==> src/rtl/simple_if_arb_pkg.sv <==
// rtl/simple_if_arb_pkg.sv - shared defaults and types for the round-robin channel arbiter
package simple_if_arb_pkg;

   localparam int DEF_NUM_REQ = 4;
   localparam int DEF_DATA_W  = 8;
   localparam int DEF_CNT_W   = 16;

   typedef logic [DEF_DATA_W-1:0]          data_t;
   typedef logic [$clog2(DEF_NUM_REQ)-1:0] req_idx_t;

endpackage

==> src/rtl/simple_if_arbiter_rr_pick.sv <==
// rtl/simple_if_arbiter_rr_pick.sv - combinational round-robin picker starting after the last winner
module rr_pick
   import simple_if_arb_pkg::*;
#(
   parameter int N = DEF_NUM_REQ
) (
   input  logic [N-1:0]         req_i,
   input  logic [$clog2(N)-1:0] ptr_i,
   output logic                 found_o,
   output logic [$clog2(N)-1:0] winner_o
);

   localparam int IW = $clog2(N);

   // Scan ptr+1, ptr+2, ... modulo N; the first asserted request wins.
   always_comb begin
      found_o  = 1'b0;
      winner_o = '0;
      for (int k = 1; k <= N; k++) begin
         if (!found_o && req_i[(int'(ptr_i) + k) % N]) begin
            found_o  = 1'b1;
            winner_o = IW'((int'(ptr_i) + k) % N);
         end
      end
   end

endmodule

==> src/rtl/simple_if_arbiter.sv <==
// rtl/simple_if_arbiter.sv - round-robin arbiter feeding a one-entry valid/ready output register
module simple_if_arbiter
   import simple_if_arb_pkg::*;
#(
   parameter int NUM_REQ = DEF_NUM_REQ,
   parameter int DATA_W  = DEF_DATA_W,
   parameter int CNT_W   = DEF_CNT_W
) (
   input  logic                       clk,
   input  logic                       rst,
   input  logic [NUM_REQ-1:0]         req_valid,
   input  logic [NUM_REQ*DATA_W-1:0]  req_data,
   output logic [NUM_REQ-1:0]         req_ready,
   output logic [DATA_W-1:0]          out_data,
   output logic                       out_valid,
   input  logic                       out_ready,
   output logic [$clog2(NUM_REQ)-1:0] grant_id,
   output logic [CNT_W-1:0]           xfer_count
);

   localparam int IW = $clog2(NUM_REQ);

   logic              out_valid_q,  out_valid_d;
   logic [DATA_W-1:0] out_data_q,   out_data_d;
   logic [IW-1:0]     grant_id_q,   grant_id_d;
   logic [IW-1:0]     rr_ptr_q,     rr_ptr_d;
   logic [CNT_W-1:0]  xfer_count_q, xfer_count_d;

   logic          slot_free;
   logic          found;
   logic [IW-1:0] winner;
   logic          xfer;

   rr_pick #(
      .N (NUM_REQ)
   ) u_rr_pick (
      .req_i    (req_valid),
      .ptr_i    (rr_ptr_q),
      .found_o  (found),
      .winner_o (winner)
   );

   // The slot can take new data when empty or when the consumer drains it this cycle.
   assign slot_free = !out_valid_q || out_ready;

   // Only the round-robin winner sees ready, and never while reset is held.
   always_comb begin
      req_ready = '0;
      if (!rst && found && slot_free) begin
         req_ready[winner] = 1'b1;
      end
   end

   assign xfer = |(req_valid & req_ready);

   // Next state: a transfer loads the slot (even when draining), otherwise a consume empties it.
   always_comb begin
      out_valid_d  = out_valid_q;
      out_data_d   = out_data_q;
      grant_id_d   = grant_id_q;
      rr_ptr_d     = rr_ptr_q;
      xfer_count_d = xfer_count_q;
      if (xfer) begin
         out_valid_d  = 1'b1;
         out_data_d   = req_data[int'(winner)*DATA_W +: DATA_W];
         grant_id_d   = winner;
         rr_ptr_d     = winner;
         xfer_count_d = xfer_count_q + CNT_W'(1);
      end else if (out_valid_q && out_ready) begin
         out_valid_d = 1'b0;
      end
   end

   // State register; reset parks the pointer on the last requester so requester 0 leads.
   always_ff @(posedge clk) begin
      if (rst) begin
         out_valid_q  <= 1'b0;
         out_data_q   <= '0;
         grant_id_q   <= '0;
         rr_ptr_q     <= IW'(NUM_REQ - 1);
         xfer_count_q <= '0;
      end else begin
         out_valid_q  <= out_valid_d;
         out_data_q   <= out_data_d;
         grant_id_q   <= grant_id_d;
         rr_ptr_q     <= rr_ptr_d;
         xfer_count_q <= xfer_count_d;
      end
   end

   assign out_valid  = out_valid_q;
   assign out_data   = out_data_q;
   assign grant_id   = grant_id_q;
   assign xfer_count = xfer_count_q;

endmodule
==> config.mk <==
export PLATFORM = sky130hd
export DESIGN_NAME = simple_if_arbiter
export DESIGN_NICKNAME = d
export VERILOG_FILES = /design/src/rtl/simple_if_arb_pkg.sv /design/src/rtl/simple_if_arbiter_rr_pick.sv /design/src/rtl/simple_if_arbiter.sv
export SDC_FILE = /design/constraint.sdc
export NUM_CORES = 1
export LEC_CHECK = 0
export CORE_MARGIN = 2
export CORE_UTILIZATION = 44
export CTS_BUF_LIST = sky130_fd_sc_hd__clkbuf_4
export CTS_CLUSTER_DIAMETER = 80
export DETAILED_ROUTE_END_ITERATION = 7
export DONT_BUFFER_PORTS = 1
export SLEW_MARGIN = 10
export SYNTH_ARGS = -nofsm -noshare
export SYNTH_HDL_FRONTEND = slang
export SYNTH_HIERARCHICAL = 1
export SYNTH_SLANG_ARGS = --single-unit
==> constraint.sdc <==
create_clock -name clk -period 7.1 [get_ports clk]
set_input_delay 1.42 -clock clk [delete_from_list [all_inputs] [get_ports clk]]
set_output_delay 1.42 -clock clk [all_outputs]
set_load 0.05 [all_outputs]
; Word-level counts from Yosys, hierarchy flattened
; Cells that the tools add are included.
[word_totals]
reg_bits = 29
wordCells = 66
output_inout_bits = 31
in_bits = 39
[classes]
order_cmp = 6
bitwise_logic = 5
reduce_logical = 19
muxes = 25
n_addsub = 5
shift = 1
[op_table]
columns = op, count
row1 = 32-bit by 6-bit indexed part select with 8-bit output, 1
row2 = 16-bit by 1-bit adder with 16-bit output (second input constant), 1
row3 = 3-bit by 4-bit less-than comparator with 1-bit output (second input constant), 4
row4 = 1-bit 2-to-1 mux, 15
row5 = 1-bit binary-select mux with 2-bit select, 4
row6 = 2-bit 2-to-1 mux, 4
row7 = 2-bit OR reduction, 4
row8 = 1-bit logical AND, 7
row9 = 1-bit zero test, 5
row10 = 2-bit by 1-bit adder with 2-bit output (second input constant), 2
row11 = 2-bit adder (second input constant), 2
row12 = 1-bit AND (first input constant), 4
row13 = 4-bit AND, 1
row14 = 4-bit 2-to-1 mux, 1
row15 = 4-bit OR reduction, 1
row16 = 2-bit by 3-bit less-than comparator with 1-bit output (second input constant), 1
row17 = 1-bit demux with 2-bit select, 1
row18 = 2-bit by 1-bit >= comparator with 1-bit output (second input constant), 1
row19 = 2-bit nonzero test, 1
row20 = 1-bit logical OR, 1

; Longest topological paths before layout
[logic_depth]
depth_word = 24
mapped_depth = 10
ltp_nobuf = 7

; Hierarchy
; Netlist, hierarchy kept.
[modules_own_cells]
columns = mod, instances, cells_per_inst, seq_area_each_um2, area_each_um2
row1 = simple_if_arbiter, 1, 163, 580.6, 1521.5
row2 = rr_pick, 1, 14, 0.0, 91.3

; Worst setup path after synthesis
; OpenSTA, ideal clock, no wires.
[synth_timing]
kind = input to output
from = input port req_valid[2]
to = output port req_ready[1]
n_path_buf = 2
required_time_ns = 5.680
path_stages = 6
arrival_ns = 3.553
slack_ns = 2.127
path_cell_list = and2b_1 > a21oi_2 > o221ai_2 > buf_6 > clkbuf_1 > nor3b_1
[synth_via]
elab_chain_len = 18
word_cells_on_any_way = 34
classes_between = order compare (2) / mux (23) / reduce/logical (9)
[synth_rtl]
columns = element, line
row1 = "start, declared", simple_if_arbiter.sv:11  ; input logic [NUM_REQ-1:0] req_valid,
row2 = 1-bit binary-select mux with 2-bit select, simple_if_arbiter_rr_pick.sv:20  ; if (!found_o && req_i[(int'(ptr_i) + k) % N]) begin
row3 = 1-bit 2-to-1 mux (implied by the code) (2 in series), simple_if_arbiter_rr_pick.sv:20
row4 = 1-bit 2-to-1 mux, simple_if_arbiter_rr_pick.sv:20
row5 = 1-bit zero test, simple_if_arbiter_rr_pick.sv:20
row6 = 1-bit logical AND, simple_if_arbiter_rr_pick.sv:20
row7 = 1-bit 2-to-1 mux, simple_if_arbiter_rr_pick.sv:20
row8 = 1-bit zero test, simple_if_arbiter_rr_pick.sv:20
row9 = 1-bit logical AND, simple_if_arbiter_rr_pick.sv:20
row10 = [2 not listed], --
row11 = 1-bit logical AND, simple_if_arbiter_rr_pick.sv:20
row12 = 2-bit 2-to-1 mux *, simple_if_arbiter_rr_pick.sv:20
row13 = named net winner[0], simple_if_arbiter.sv:31  ; logic [IW-1:0] winner;
row14 = 2-bit by 3-bit less-than comparator with 1-bit output (implied by the code) / 2-bit by 1-bit >= comparator with 1-bit output (equally long branches), simple_if_arbiter.sv:50  ; req_ready[winner] = 1'b1;
row15 = 1-bit logical AND (implied by the code), simple_if_arbiter.sv:50
row16 = 1-bit 2-to-1 mux (implied by the code), simple_if_arbiter.sv:50
row17 = 1-bit demux with 2-bit select *, simple_if_arbiter.sv:50
row18 = 4-bit 2-to-1 mux *, simple_if_arbiter.sv:49  ; if (!rst && found && slot_free) begin
row19 = "end, declared", simple_if_arbiter.sv:13  ; output logic [NUM_REQ-1:0] req_ready,
; Mark *: on every way through the listed nets, which the timed path passes. The rest lies on a longest branch. The select of a mux whose other input is x is not followed.

; Worst setup path after layout
; Same ends and word-level chain as after synthesis.

==> results_dict.tcl <==
set metrics [dict create \
    final_cells 221 \
    ios 70 \
    critical_path_required_ps 5680 \
    avgSynthCellArea_um2 9.11 \
    cap_violations 0 \
    syn2layout_area_growth_pct 4.27 \
    layout_commonest_cell "nand2_1" \
    path_cells "and2b_1 -> a21oi_2 -> o221ai_2 -> nor3b_2" \
    worst_pin_slew_ps 975 \
    cts_max_level 2 \
    drcViolationCount 0 \
    fp.dieH_um 64.5 \
    mostFrequentLayoutCells "nand2_1 (30), dfxtp_1 (29), a21oi_1 (26)" \
    worst-path-buf-inv 0 \
    ys_ff_latch 29 \
    detail_route.iter0.violations 51 \
    clk_pin_slew_worst_paths_ps 100 \
    grt.met2_usage 0.318 \
    cp_slowest_stage_delay_ps 830 \
    peakVddDrop_mv 0.144 \
    n_antenna_cell 0 \
    wl_per_cell_um 17.8 \
    multi_input_area_um2 978 \
    startpoint_type "primary input" \
    cp_top_family "simple AND/OR/NAND/NOR gates" \
    die_w_um 64.5 \
    finalClockSkew_ps 12.8 \
    die_area_um2 4170 \
    drv_slew 0 \
    grt_pass1_vias 1296 \
    yosys_warnings 6 \
    period_share 0.659 \
    dp_hpwl_um 2880 \
    layout-drive-gt1-share 0.131 \
    power_leakage_nw 0.554 \
    worst_hold_path.num_cells 2 \
    rsz0062_at_grt "false" \
    gp_congestion 0.698 \
    num-fill-cells 328 \
    tritoncts "done" \
    fin_tns_setup_ps 0 \
    relSlewSlack 0.350 \
    worstSetupPathType "primary input to output port" \
    synthesis.area_um2 1610 \
    portBuffers 0 \
    cts_resized 0 \
    clkLatencyLatePin_ps 330 \
    grt_pass1_wl_um 6210 \
    finalCriticalPeriod_ps 4680 \
    status "finished clean" \
    hold_violations 0 \
    ys_seq_area_frac 0.360 \
    cp_max_fo 16 \
    crit_slowest_cell "nor3b_2" \
    rows 21 \
    routed_wl_um 3940 \
    vias 1378 \
    power.total_uw 388 \
    r2r_cells 7 \
    grt_use_total 0.195 \
    antenna_found_initial 0 \
    grtUsageMet1 0.223 \
    endpoint_kind "output port" \
    grt_start_max_net_pins 35 \
    final_nets 214 \
    cts_max_path_buffers 2 \
    hp-class "register to register" \
    cp_num_cells 4 \
    dp.cells 213 \
    setup_viol 0 \
    core_area_um2 3420 \
    cts_made_buffers 5 \
    grt-ovfl-total 0 \
    syn_inst 177 \
    met3_usage 0.0851 \
    power_density_nw_per_um2 231 \
    synth_nets 217 \
    cts.sinks 29 \
    yosysUniqueCellTypes 35 \
    cp.arrival_ps 3260 \
    cts_root_buf "clkbuf_4" \
    drt_pass1_iterations 4 \
    ant_nets 0 \
    vias_per_cell 6.24 \
    hold_buffers 0 \
    seq_area_um2 581 \
    fmax_mhz 214 \
    start_util 0.472 \
    top_usage_layer "met2" \
    cts_setup_buffers 0 \
]
[cell families after synthesis]
group | synth area share
AOI/OAI and AO/OA | 0.158
xor gates and xnor gates | 0.0109
adders and majority gates | 0.00776
buffers and inverters | 0.0419
DFF | 0.360
muxes | 0.165
and+or+nand+nor | 0.256
[flip-flops by register name, indices dropped and copies added, names as in the netlist]
register    cells
xfer_count     16
out_valid       1
out_data        8
grant_id        2
rr_ptr_q        2
[per-layer routing]
layer | vias up | wire, um | part of all wire
li1 | 656 | - | -
met1 | 661 | 1650 | 0.42
met2 | 51 | 1870 | 0.47
met3 | 10 | 329 | 0.084
met4 | 0 | 88 | 0.022
met5 | - | 0 | 0
[final cells by class]
cell class                 count  share of cell area
tap                           46              0.0342
clock buffer                   5              0.0223
multi-input combinational    135               0.582
sequential                    29               0.345
inverter                       2             0.00446
clock inverter                 3             0.00744
timing repair buffer           1             0.00446
[worst register-to-register path: stages, from the launching register on]
cell	delay (ps)
dfxtp_1	490
nand2b_1	170
a21oi_2	70
o221ai_2	740
mux4_2	440
nand3_4	310
or4_1	610
a21oi_1	170
[final timing paths]
kind                startpoint             to  slack (ps)
hold reg to reg    rr_ptr_q[0]    rr_ptr_q[0]         570
hold / removal     rr_ptr_q[0]    rr_ptr_q[0]         570
setup reg to reg   rr_ptr_q[1]  xfer_count[5]        4020
setup / recovery  req_valid[2]   req_ready[1]        2420
[stage by stage]
stage / area [um2] / util / worst slack [ps] / hold WS (ps)
finish: 1680 / 0.492 / 2420 / 567
global route: 1680 / 0.492 / 2220 / 594
CTS: 1680 / 0.491 / 2240 / 560
detailed placement: 1630 / 0.477 / 2230 / 535
global placement: 1630 / 0.477 / 2410 / 531
floorplan: 1610 / - / 2130 / 504
[synth_stat cells, drive strengths merged]
library cell | count | share of area
nand2 | 30 | 0.070
buf | 5 | 0.023
and4 | 3 | 0.016
dfxtp | 29 | 0.36
and3 | 3 | 0.012
clkbuf | 6 | 0.014
a31oi | 1 | 0.0039
or2b | 1 | 0.0054
a21oi | 28 | 0.089
nand2b | 5 | 0.019
or4 | 9 | 0.042
nor2 | 5 | 0.012
mux2i | 3 | 0.019
nand3 | 6 | 0.026
nor3 | 1 | 0.0031
mux2 | 2 | 0.014
xnor2 | 1 | 0.0054
ha | 1 | 0.0078
xor2 | 1 | 0.0054
nor3b | 2 | 0.0093
nand4 | 5 | 0.019
and2 | 1 | 0.0039
and2b | 2 | 0.010
o21ai | 3 | 0.0093
o31ai | 9 | 0.042
o221ai | 1 | 0.0093
mux4 | 9 | 0.13
o21bai | 1 | 0.0047
or3 | 2 | 0.0078
inv | 2 | 0.0047
[power by group]
group	switching, mW	leakage (nW)	total (mW)	internal, mW
clock network	0.0607	0.0300	0.0965	0.0357
logic	0.0470	0.289	0.0827	0.0358
registers	0.0371	0.235	0.209	0.172
Power figures use the tool's default switching activity.
